<file path="src/rtl/device_req_arbiter.sv">
// Round-robin arbiter sharing one device-helper access port between NUM_REQ requesters.
// One transaction in flight: accept -> one-cycle device strobe -> capture read data -> respond.
module device_req_arbiter #(
  parameter int NUM_REQ = 4,
  parameter int ADDR_W  = 64,
  parameter int DATA_W  = 64
) (
  input  logic                      clk,
  input  logic                      reset,
  input  logic [NUM_REQ-1:0]        in_valid,
  output logic [NUM_REQ-1:0]        in_ready,
  input  logic [NUM_REQ-1:0]        in_wen,
  input  logic [NUM_REQ*ADDR_W-1:0] in_addr,
  input  logic [NUM_REQ*DATA_W-1:0] in_wdata,
  input  logic [NUM_REQ*8-1:0]      in_wmask,
  output logic [NUM_REQ-1:0]        resp_valid,
  input  logic [NUM_REQ-1:0]        resp_ready,
  output logic [DATA_W-1:0]         resp_rdata,
  output logic                      dev_req_valid,
  output logic                      dev_req_wen,
  output logic [63:0]               dev_req_addr,
  output logic [63:0]               dev_req_wdata,
  output logic [7:0]                dev_req_wmask,
  input  logic [63:0]               dev_resp_rdata,
  output logic                      busy
);

  localparam int          IDW    = (NUM_REQ > 1) ? $clog2(NUM_REQ) : 1;
  localparam int unsigned NREQ_U = NUM_REQ;

  typedef enum logic [1:0] {IDLE, ISSUE, WAIT, RESP} state_t;

  state_t           state, state_nxt;
  logic [IDW-1:0]   rr_ptr, id_q, win;
  logic             any_valid, accept, handshake;
  logic             wen_q;
  logic [ADDR_W-1:0] addr_q;
  logic [DATA_W-1:0] wdata_q, rdata_q;
  logic [7:0]       wmask_q;

  // Search from rr_ptr upward, wrapping at NUM_REQ; first valid requester wins.
  always_comb begin
    int unsigned    sum;
    logic [IDW-1:0] idx;
    sum       = 0;
    idx       = '0;
    win       = '0;
    any_valid = 1'b0;
    for (int unsigned k = 0; k < NREQ_U; k++) begin
      sum = int'(rr_ptr) + k;
      if (sum >= NREQ_U) sum = sum - NREQ_U;
      idx = IDW'(sum);
      if (!any_valid && in_valid[idx]) begin
        any_valid = 1'b1;
        win       = idx;
      end
    end
  end

  always_comb begin
    state_nxt     = state;
    in_ready      = '0;
    resp_valid    = '0;
    resp_rdata    = '0;
    dev_req_valid = 1'b0;
    dev_req_wen   = 1'b0;
    dev_req_addr  = '0;
    dev_req_wdata = '0;
    dev_req_wmask = '0;
    accept        = 1'b0;
    handshake     = 1'b0;
    case (state)
      IDLE: begin
        if (any_valid) begin
          accept        = 1'b1;
          in_ready[win] = 1'b1;
          state_nxt     = ISSUE;
        end
      end
      ISSUE: begin
        dev_req_valid = 1'b1;
        dev_req_wen   = wen_q;
        dev_req_addr  = 64'(addr_q);
        dev_req_wdata = 64'(wdata_q);
        dev_req_wmask = wmask_q;
        state_nxt     = WAIT;
      end
      WAIT: state_nxt = RESP;
      RESP: begin
        resp_valid[id_q] = 1'b1;
        resp_rdata       = rdata_q;
        if (resp_ready[id_q]) begin
          handshake = 1'b1;
          state_nxt = IDLE;
        end
      end
      default: state_nxt = IDLE;
    endcase
    // Handshake outputs are suppressed for the whole reset cycle, not just after it.
    if (reset) begin
      in_ready   = '0;
      resp_valid = '0;
    end
    busy = (state != IDLE);
  end

  always_ff @(posedge clk) begin
    if (reset) begin
      state   <= IDLE;
      rr_ptr  <= '0;
      id_q    <= '0;
      wen_q   <= 1'b0;
      addr_q  <= '0;
      wdata_q <= '0;
      wmask_q <= '0;
      rdata_q <= '0;
    end else begin
      state <= state_nxt;
      if (accept) begin
        id_q    <= win;
        wen_q   <= in_wen[win];
        addr_q  <= in_addr[int'(win)*ADDR_W +: ADDR_W];
        wdata_q <= in_wdata[int'(win)*DATA_W +: DATA_W];
        wmask_q <= in_wmask[int'(win)*8 +: 8];
      end
      if (state == WAIT) rdata_q <= wen_q ? '0 : DATA_W'(dev_resp_rdata);
      if (handshake) rr_ptr <= (id_q == IDW'(NUM_REQ - 1)) ? '0 : id_q + IDW'(1);
    end
  end

endmodule

</file>
<file path="config.mk">
export PLATFORM = sky130hd
export DESIGN_NAME = device_req_arbiter
export DESIGN_NICKNAME = d
export VERILOG_FILES = /design/src/rtl/device_req_arbiter.sv
export SDC_FILE = /design/constraint.sdc
export NUM_CORES = 1
export LEC_CHECK = 0
export ABC_AREA = 0
export CAP_MARGIN = 20
export CORE_AREA = 4 4 325 327
export DETAILED_ROUTE_END_ITERATION = 16
export DIE_AREA = 0 0 329 331
export GPL_TIMING_DRIVEN = 0
export PLACE_DENSITY = 0.41
export SYNTH_ARGS = -nofsm -noshare
export SYNTH_HDL_FRONTEND = slang
export SYNTH_SLANG_ARGS = --single-unit
</file>
<file path="constraint.sdc">
create_clock -name clk -period 2.7 [get_ports clk]
set_input_delay 0.27 -clock clk [delete_from_list [all_inputs] [get_ports clk]]
set_output_delay 0.27 -clock clk [all_outputs]
set_load 0.01 [all_outputs]
</file>
==> run metrics, run 1 <==
outcome finished clean; part of the power in registers 0.282; # port buffers 831; via/cell ratio 4.13; final net count 3,192; CP Cell Sequence inv_2, ha_4, buf_12, clkbuf_16, buf_4, clkbuf_4, and2_1, clkdlybuf4s15_1; number of global-route vias before repair 17,000; CP delay by family, top buffers and inverters; first drt pass iteration count 4; CP Max Fanout 10; main combinational cell family by area after synthesis simple AND/OR/NAND/NOR gates; worst clock skew 0.0124 ns; Synth area leader dfxtp_1; All-Layer GR Usage 0.174; Hold-fix buffers, CTS 0; Clock power frac 0.266; detailed-route via count 16,500; register bit total from synthesis 207; Reg2Reg Depth 8; area share of fa/ha/maj cells after synthesis 0.00842; DRT antenna net count 0; Clk pin slew, worst setup/hold paths 0.06 ns; Least-Margin Pin Slew 1.09 ns; xor/xnor share of the synthesized area 0; final wirelength 101 mm; die area 0.109 mm^2; critical path launch point type register; GRT Residual Overflow 0; Simple-Gate Fraction of Synth Area 0.323; RePlAce Congestion 0.876; Critical Path Stages 8; DR WL/cell 25.3 um; critical path type register to output pin; clk sinks 207; synth unique cells 33; Syn Inst Count 1,683; post-synthesis mux area share 0.00243; Pwr Density 625 mW/mm^2; Yosys warnings 0; TritonCTS clock tree built; Max Cap Violations 0; CP Data Arrival Time 2.34 ns; post-synthesis average cell area 7.94 um^2; initial antenna violation count 34; Starting Density 0.130; die width 329 um; Tmin final 2.61 ns; pre-CTS setup slack -1.88 ns; fmax 383 MHz; Tightest Hold Check Type primary input to register; H-tree Lvls 1; Fin. Hold Viols 0; Net Switching 6.09 mW; Pins Over Slew Limit 0; compound-cell area share of the yosys netlist 0.272; Int Power 9.52 mW; # rows 118; layout cells sized above 1 0.106; post-synth top area share 0.310; first-pass GRT wire length 134 mm; Tot Pwr 15.6 mW; Buf/Inv on CP 6; RSZ-0062 raised after global routing yes; Worst Path Required 2.43 ns; Worst Min Path Start dev_resp_rdata[54]; DRT iter0 DRCs 727; Worst Hold Path Cells 3; Core Area 0.103 mm^2; Num CTS Buffers 31; final worst path period share 0.966; Area growth syn-to-layout 86.8%; synthesized cell area 0.0134 mm^2; top cells by area, synth dfxtp_1 31%, a211oi_1 14%, and3_1 13%; worst setup margin 0.0905 ns; Critical R2R Launch rr_ptr[0]$_SDFFE_PP0P_; CP peak stage delay 0.37 ns; Comb power frac 0.452; CTS Root Cell clkbuf_16; largest net degree at the start of global routing 16; CP max-delay cell dfxtp_4; VDD IR max 0.000481 V; Die Y 331 um; register area share after synthesis 0.310; CP Capture Type output pin; IO Pins 833; Clock Latency Late Sink 0.61 ns; syn nets 2,314; Final Setup Violations 0; Clock Path Buffers 3; Detail Placement HPWL 81.5 mm; worst slew margin relative to its limit 0.274; crit path from state[1]$_SDFFE_PP0P_; Sw Ratio 0.390; Leak Pwr 10.0 nW; Residual DRC 0
-- metrics by stage --
stage                     cells   util  instance area [um^2]  hold WS, ns  setup TNS (ns)
after floorplan            1683      -                 13400        0.409               0
after global placement     3894  0.228                 23400        0.425         -231.28
after detailed placement   3894  0.228                 23400        0.431         -181.00
after CTS                  3965  0.242                 24900        0.195         -0.0827
after global routing       3977  0.242                 25000        0.242         -0.0701
final                      3985  0.243                 25000        0.275               0
-- cell families after synthesis --
logic type               Yosys count
buffers and inverters            204
flip-flops                       207
AO/OA/AOI/OAI                    487
AND/OR/NAND/NOR                  774
adder cells (fa/ha/maj)            9
multiplexers                       2
-- state kept, by name, indices dropped and copies added, names as in the netlist --
name	cells
addr_q	64
rdata_q	64
wdata_q	64
wmask_q	8
id_q	2
rr_ptr	2
state	2
wen_q	1
-- cell type report --
cell class / instances / area, um^2
fillers: 11400 / 77900
multi-input cells: 1272 / 8340
repair buffers: 845 / 8280
flip-flops and latches: 207 / 4150
well taps: 1380 / 1730
plain buffers: 198 / 1390
clock buffers: 45 / 888
clock inverters: 12 / 120
diodes: 20 / 50.0
inverters: 6 / 22.5
-- layer usage --
layer | vias up | global-route usage | wire length (um)
met1 | 7816 | 0.218 | 42800
met5 | - | 0 | 44
met2 | 629 | 0.291 | 47700
li1 | 7903 | - | -
met4 | 8 | 0.0492 | 2720
met3 | 117 | 0.0503 | 7600
-- cell usage after synthesis --
library cell and number:
buf_4 13, nand2_4 1, inv_1 6, clkbuf_2 1, ha_1 9, o211ai_1 1, and3_1 274, buf_1 9
a211oi_2 30, buf_2 24, mux2i_1 1, o21ai_0 3, nand3_1 1, or4b_1 1, and2_1 205, clkbuf_1 114
mux4_2 1, nor3_1 2, or4_1 2, a21boi_0 1, buf_6 37, o32ai_2 1, a211oi_1 245, nor3b_1 2
a21oi_1 68, nor2_1 71, or3_1 1, nand3b_1 1, nand2_1 143, nor2b_1 70, o31ai_1 137, o32a_1 1
dfxtp_1 207
-- power groups by stage --
stage | logic [mW] | clock network (mW) | registers [mW]
finish | 7.05 | 4.15 | 4.41
global route | 7.69 | 4.40 | 4.51
CTS | 7.19 | 4.32 | 4.40
detailed placement | 6.80 | 0 | 4.44
global placement | 6.82 | 0 | 4.44
floorplan | 3.16 | 0 | 4.27
-- cells in the final DEF, fill, tap and decap left out, drive strengths merged, types with 2 or more instances in the layout --
master / Yosys / final
inv: 6 / 7
or4: 2 / 2
nor3b: 2 / 2
nor2: 71 / 71
o31ai: 137 / 137
buf: 83 / 111
dlymetal6s2s: 0 / 5
a21oi: 68 / 68
dfxtp: 207 / 207
and3: 274 / 274
dlygate4sd2: 0 / 107
o21ai: 3 / 3
nor3: 2 / 2
nor2b: 70 / 70
ha: 9 / 9
clkbuf: 115 / 161
clkdlybuf4s15: 0 / 13
diode: 0 / 20
bufinv: 0 / 2
clkinv: 0 / 8
nand2: 144 / 144
a211oi: 275 / 275
clkdlybuf4s50: 0 / 690
and2: 205 / 205
-- path summary, 6_finish.rpt --
kind,to,slack [ns]
setup / recovery,dev_req_wdata[61],0.09
hold / removal,rdata_q[54]$_SDFFE_PP0P_,0.27
setup reg to reg,addr_q[21]$_SDFFE_PP0P_,0.12
hold reg to reg,addr_q[30]$_SDFFE_PP0P_,0.44
-- tightest hold or removal path, delay by kind of cell --
family                 cells  cell delay (ns)
AOI/OAI and AO/OA          1             0.12
and+or+nand+nor            1             0.04
buffers and inverters      1             0.40
-- timing repair --
item                                    in CTS  in global routing
buffers inserted                            13                  0
gates cloned                                 1                  0
gates resized for setup                    311                 68
endpoints found under the setup margin     338                 90
pin swaps                                    3                  1
Power figures use the tool's default switching activity.
==> inputs of run 2 (changes only) <==
PLACE_DENSITY = 0.36   (was 0.41)
==> run 2 against run 1 <==
Sequential share of layout area up 0.055 points. Final area down 0.42%. Hold slack better by 0.010 ns. Die area unchanged. Largest cell class unchanged. Global-route usage up 0.13 points. Setup slack worse by 0.0074 ns. Utilization down 0.10 points. Via count down 0.18%. Power down 1.4%. Non-clock buffer count down 11. Clock power about the same. Critical path type is now primary input to output pin. Clock-buffer cell count down 2.
==> run metrics, run 2 (same netlist as run 1, synthesis figures left out) <==
commonest cells after routing, fill and taps aside 693 x clkdlybuf4s50_1, 274 x and3_1, 214 x a211oi_1 (was 690 x clkdlybuf4s50_1, 273 x and3_1, 220 x a211oi_1); critical path type primary input to output pin (was register to output pin); CP Max Fanout 10 (unchanged); pre-CTS setup slack -1.47 ns (was -1.88 ns); Final Setup Violations 0 (unchanged); Max Cap Violations 0 (unchanged); Num CTS Buffers 30 (was 31); Clock Path Buffers 3 (unchanged); CP peak stage delay 0.54 ns (was 0.37 ns); number of global-route vias before repair 17,300 (was 17,000); dpl cell area 0.0234 mm^2 (about the same); final wirelength 102 mm (was 101 mm); DR WL/cell 25.7 um (was 25.3 um); Clock Latency Late Sink 0.59 ns (was 0.61 ns); VDD IR max 0.000478 V (was 0.000481 V); Core Area 0.103 mm^2 (unchanged); largest net degree at the start of global routing 15 (was 16); All-Layer GR Usage 0.175 (was 0.174); layout cells sized above 1 0.106 (about the same); Clk pin slew, worst setup/hold paths 0.06 ns (about the same); worst clock skew 0.0124 ns (about the same); H-tree Lvls 1 (unchanged); Tightest Hold Check Type primary input to register (unchanged); IO Pins 833 (unchanged); via/cell ratio 4.16 (was 4.13); Reg2Reg Depth 8 (unchanged); outcome finished clean (unchanged); Fin. Hold Viols 0 (unchanged); CP Cell Sequence clkdlybuf4s50_1, or4_4, nand3b_1, buf_12, buf_12, clkbuf_8, nor3b_2, clkdlybuf4s15_2 (was inv_2, ha_4, buf_12, clkbuf_16, buf_4, clkbuf_4, and2_1, clkdlybuf4s15_1); Least-Margin Pin Slew 0.909 ns (was 1.09 ns); die area 0.109 mm^2 (unchanged); final net count 3,180 (was 3,192); CP dominant cell by count buf_12; Die Y 331 um (unchanged); Tmin final 2.62 ns (was 2.61 ns); Starting Density 0.130 (unchanged); DRT antenna net count 0 (unchanged); RSZ-0062 raised after global routing yes (unchanged); crit path from in_valid[0] (was state[1]$_SDFFE_PP0P_); clk sinks 207 (unchanged); # port buffers 831 (unchanged); Worst Path Required 2.43 ns (about the same); Residual DRC 0 (unchanged); WHS 0.285 ns (was 0.275 ns); Buf/Inv on CP 5 (was 6); Pins Over Slew Limit 0 (unchanged); fmax 382 MHz (was 383 MHz); CP endpoint in_ready[2] (was dev_req_wdata[61]); detailed-route via count 16,400 (was 16,500); GRT Residual Overflow 0 (unchanged); # rows 118 (unchanged); CP Capture Type output pin (unchanged); first drt pass iteration count 5 (was 4); first-pass GRT wire length 136 mm (was 134 mm); worst setup margin 0.0831 ns (was 0.0905 ns); CP max-delay cell clkdlybuf4s50_1 (was dfxtp_4); Fillers 11,400 (about the same); Largest regs addr_q: 64 flops, rdata_q: 64 flops, wdata_q: 64 flops (unchanged); CP Data Arrival Time 2.35 ns (was 2.34 ns); RePlAce Congestion 0.900 (was 0.876); R2R Setup Slk 0.10 ns (was 0.12 ns); Area growth syn-to-layout 86.0% (was 86.8%); TritonCTS clock tree built (unchanged); CTS Root Cell clkbuf_16 (unchanged); initial antenna violation count 20 (was 34); Leak Pwr 10.2 nW (was 10.0 nW); worst slew margin relative to its limit 0.394 (was 0.274); die width 329 um (unchanged); Tot Pwr 15.4 mW (was 15.6 mW); Detail Placement HPWL 84.5 mm (was 81.5 mm); most common cell after layout, fill and taps aside clkdlybuf4s50_1 (unchanged); Pwr Density 619 mW/mm^2 (was 625 mW/mm^2); final worst path period share 0.969 (was 0.966); CP delay by family, top buffers and inverters (unchanged); Critical Path Stages 8 (unchanged); cell area after layout 0.0249 mm^2 (was 0.0250 mm^2); DRT iter0 DRCs 676 (was 727); critical path launch point type primary input (was register); setup TNS 0 ns (unchanged); Critical R2R Launch rr_ptr[1]$_SDFFE_PP0P_ (was rr_ptr[0]$_SDFFE_PP0P_); reg2reg end addr_q[39]$_SDFFE_PP0P_ (was addr_q[21]$_SDFFE_PP0P_)
-- run 2: changes by cell type in the layout (fill, tap and decap cells not counted), sizes merged --
| cell | previous run | this run |
|---|---|---|
| clkdlybuf4s50 | 690 | 693 |
| clkbuf | 161 | 166 |
| inv | 7 | 6 |
| dlymetal6s2s | 5 | 24 |
| clkdlybuf4s15 | 13 | 7 |
| clkinv | 8 | 9 |
| clkinvlp | 1 | 2 |
| clkdlybuf4s18 | 1 | 0 |
| dlygate4sd2 | 107 | 90 |
| buf | 111 | 95 |
| diode | 20 | 3 |
-- run 2: worst min path at each step --
stage | startpoint | end | slack (ns) | cells after the start
6_report | dev_resp_rdata[58] | rdata_q[58]$_SDFFE_PP0P_ | 0.28 | 3
2_1_floorplan | dev_resp_rdata[0] | rdata_q[0]$_SDFFE_PP0P_ | 0.41 | 2
4_1_cts | dev_resp_rdata[45] | rdata_q[45]$_SDFFE_PP0P_ | 0.22 | 3
3_3_place_gp | wdata_q[32]$_SDFFE_PP0P_ | wdata_q[32]$_SDFFE_PP0P_ | 0.43 | 2
5_1_grt | dev_resp_rdata[1] | rdata_q[1]$_SDFFE_PP0P_ | 0.26 | 3
3_5_place_dp | wdata_q[28]$_SDFFE_PP0P_ | wdata_q[28]$_SDFFE_PP0P_ | 0.43 | 2
-- run 2: metal layers --
| metal | track usage | routed length [um] | share of wire | vias to the layer above |
|---|---|---|---|---|
| met5 | 0 | 103 | 0.0010 | - |
| met4 | 0.0284 | 1830 | 0.018 | 16 |
| met3 | 0.0467 | 7210 | 0.071 | 96 |
| met2 | 0.315 | 50400 | 0.49 | 550 |
| met1 | 0.213 | 42300 | 0.42 | 7930 |
| li1 | - | - | - | 7852 |
-- run 2: worst register-to-register path: cells and delay by family (launching register included) --
| kind | cells | cell delay (ns) |
|---|---|---|
| buffers and inverters | 4 | 0.91 |
| AND/OR/NAND/NOR | 2 | 0.75 |
| AO/OA/AOI/OAI | 2 | 0.50 |
| flip-flops | 1 | 0.29 |
-- run 2: what timing repair did --
item	CTS	global route
gates resized for setup	231	120
pin swaps	2	2
buffers inserted	3	0
endpoints found under the setup margin	329	189
hold buffers	0	0
-- run 2: area by class of cell --
type,instances,area [um^2],area share
clock inverters,13,120,0.00483
flip-flops and latches,207,4150,0.167
repair buffers,835,8240,0.331
diodes,3,7.51,0.000302
well taps,1380,1730,0.0694
plain buffers,197,1330,0.0536
multi-input cells,1272,8380,0.337
inverters,6,25.0,0.00101
clock buffers,43,891,0.0358
-- run 2: where the power goes --
part / leakage (nW) / total, mW / internal [mW] / switching (mW)
clock: 0.502 / 4.14 / 2.46 / 1.68
combinational: 8.00 / 6.85 / 3.01 / 3.84
sequential: 1.70 / 4.40 / 3.95 / 0.446
-- run 2: stage by stage --
step / util / std cells
floorplan: - / 1683
global placement: 0.228 / 3894
detailed placement: 0.228 / 3895
CTS: 0.240 / 3954
global route: 0.242 / 3955
finish: 0.242 / 3956
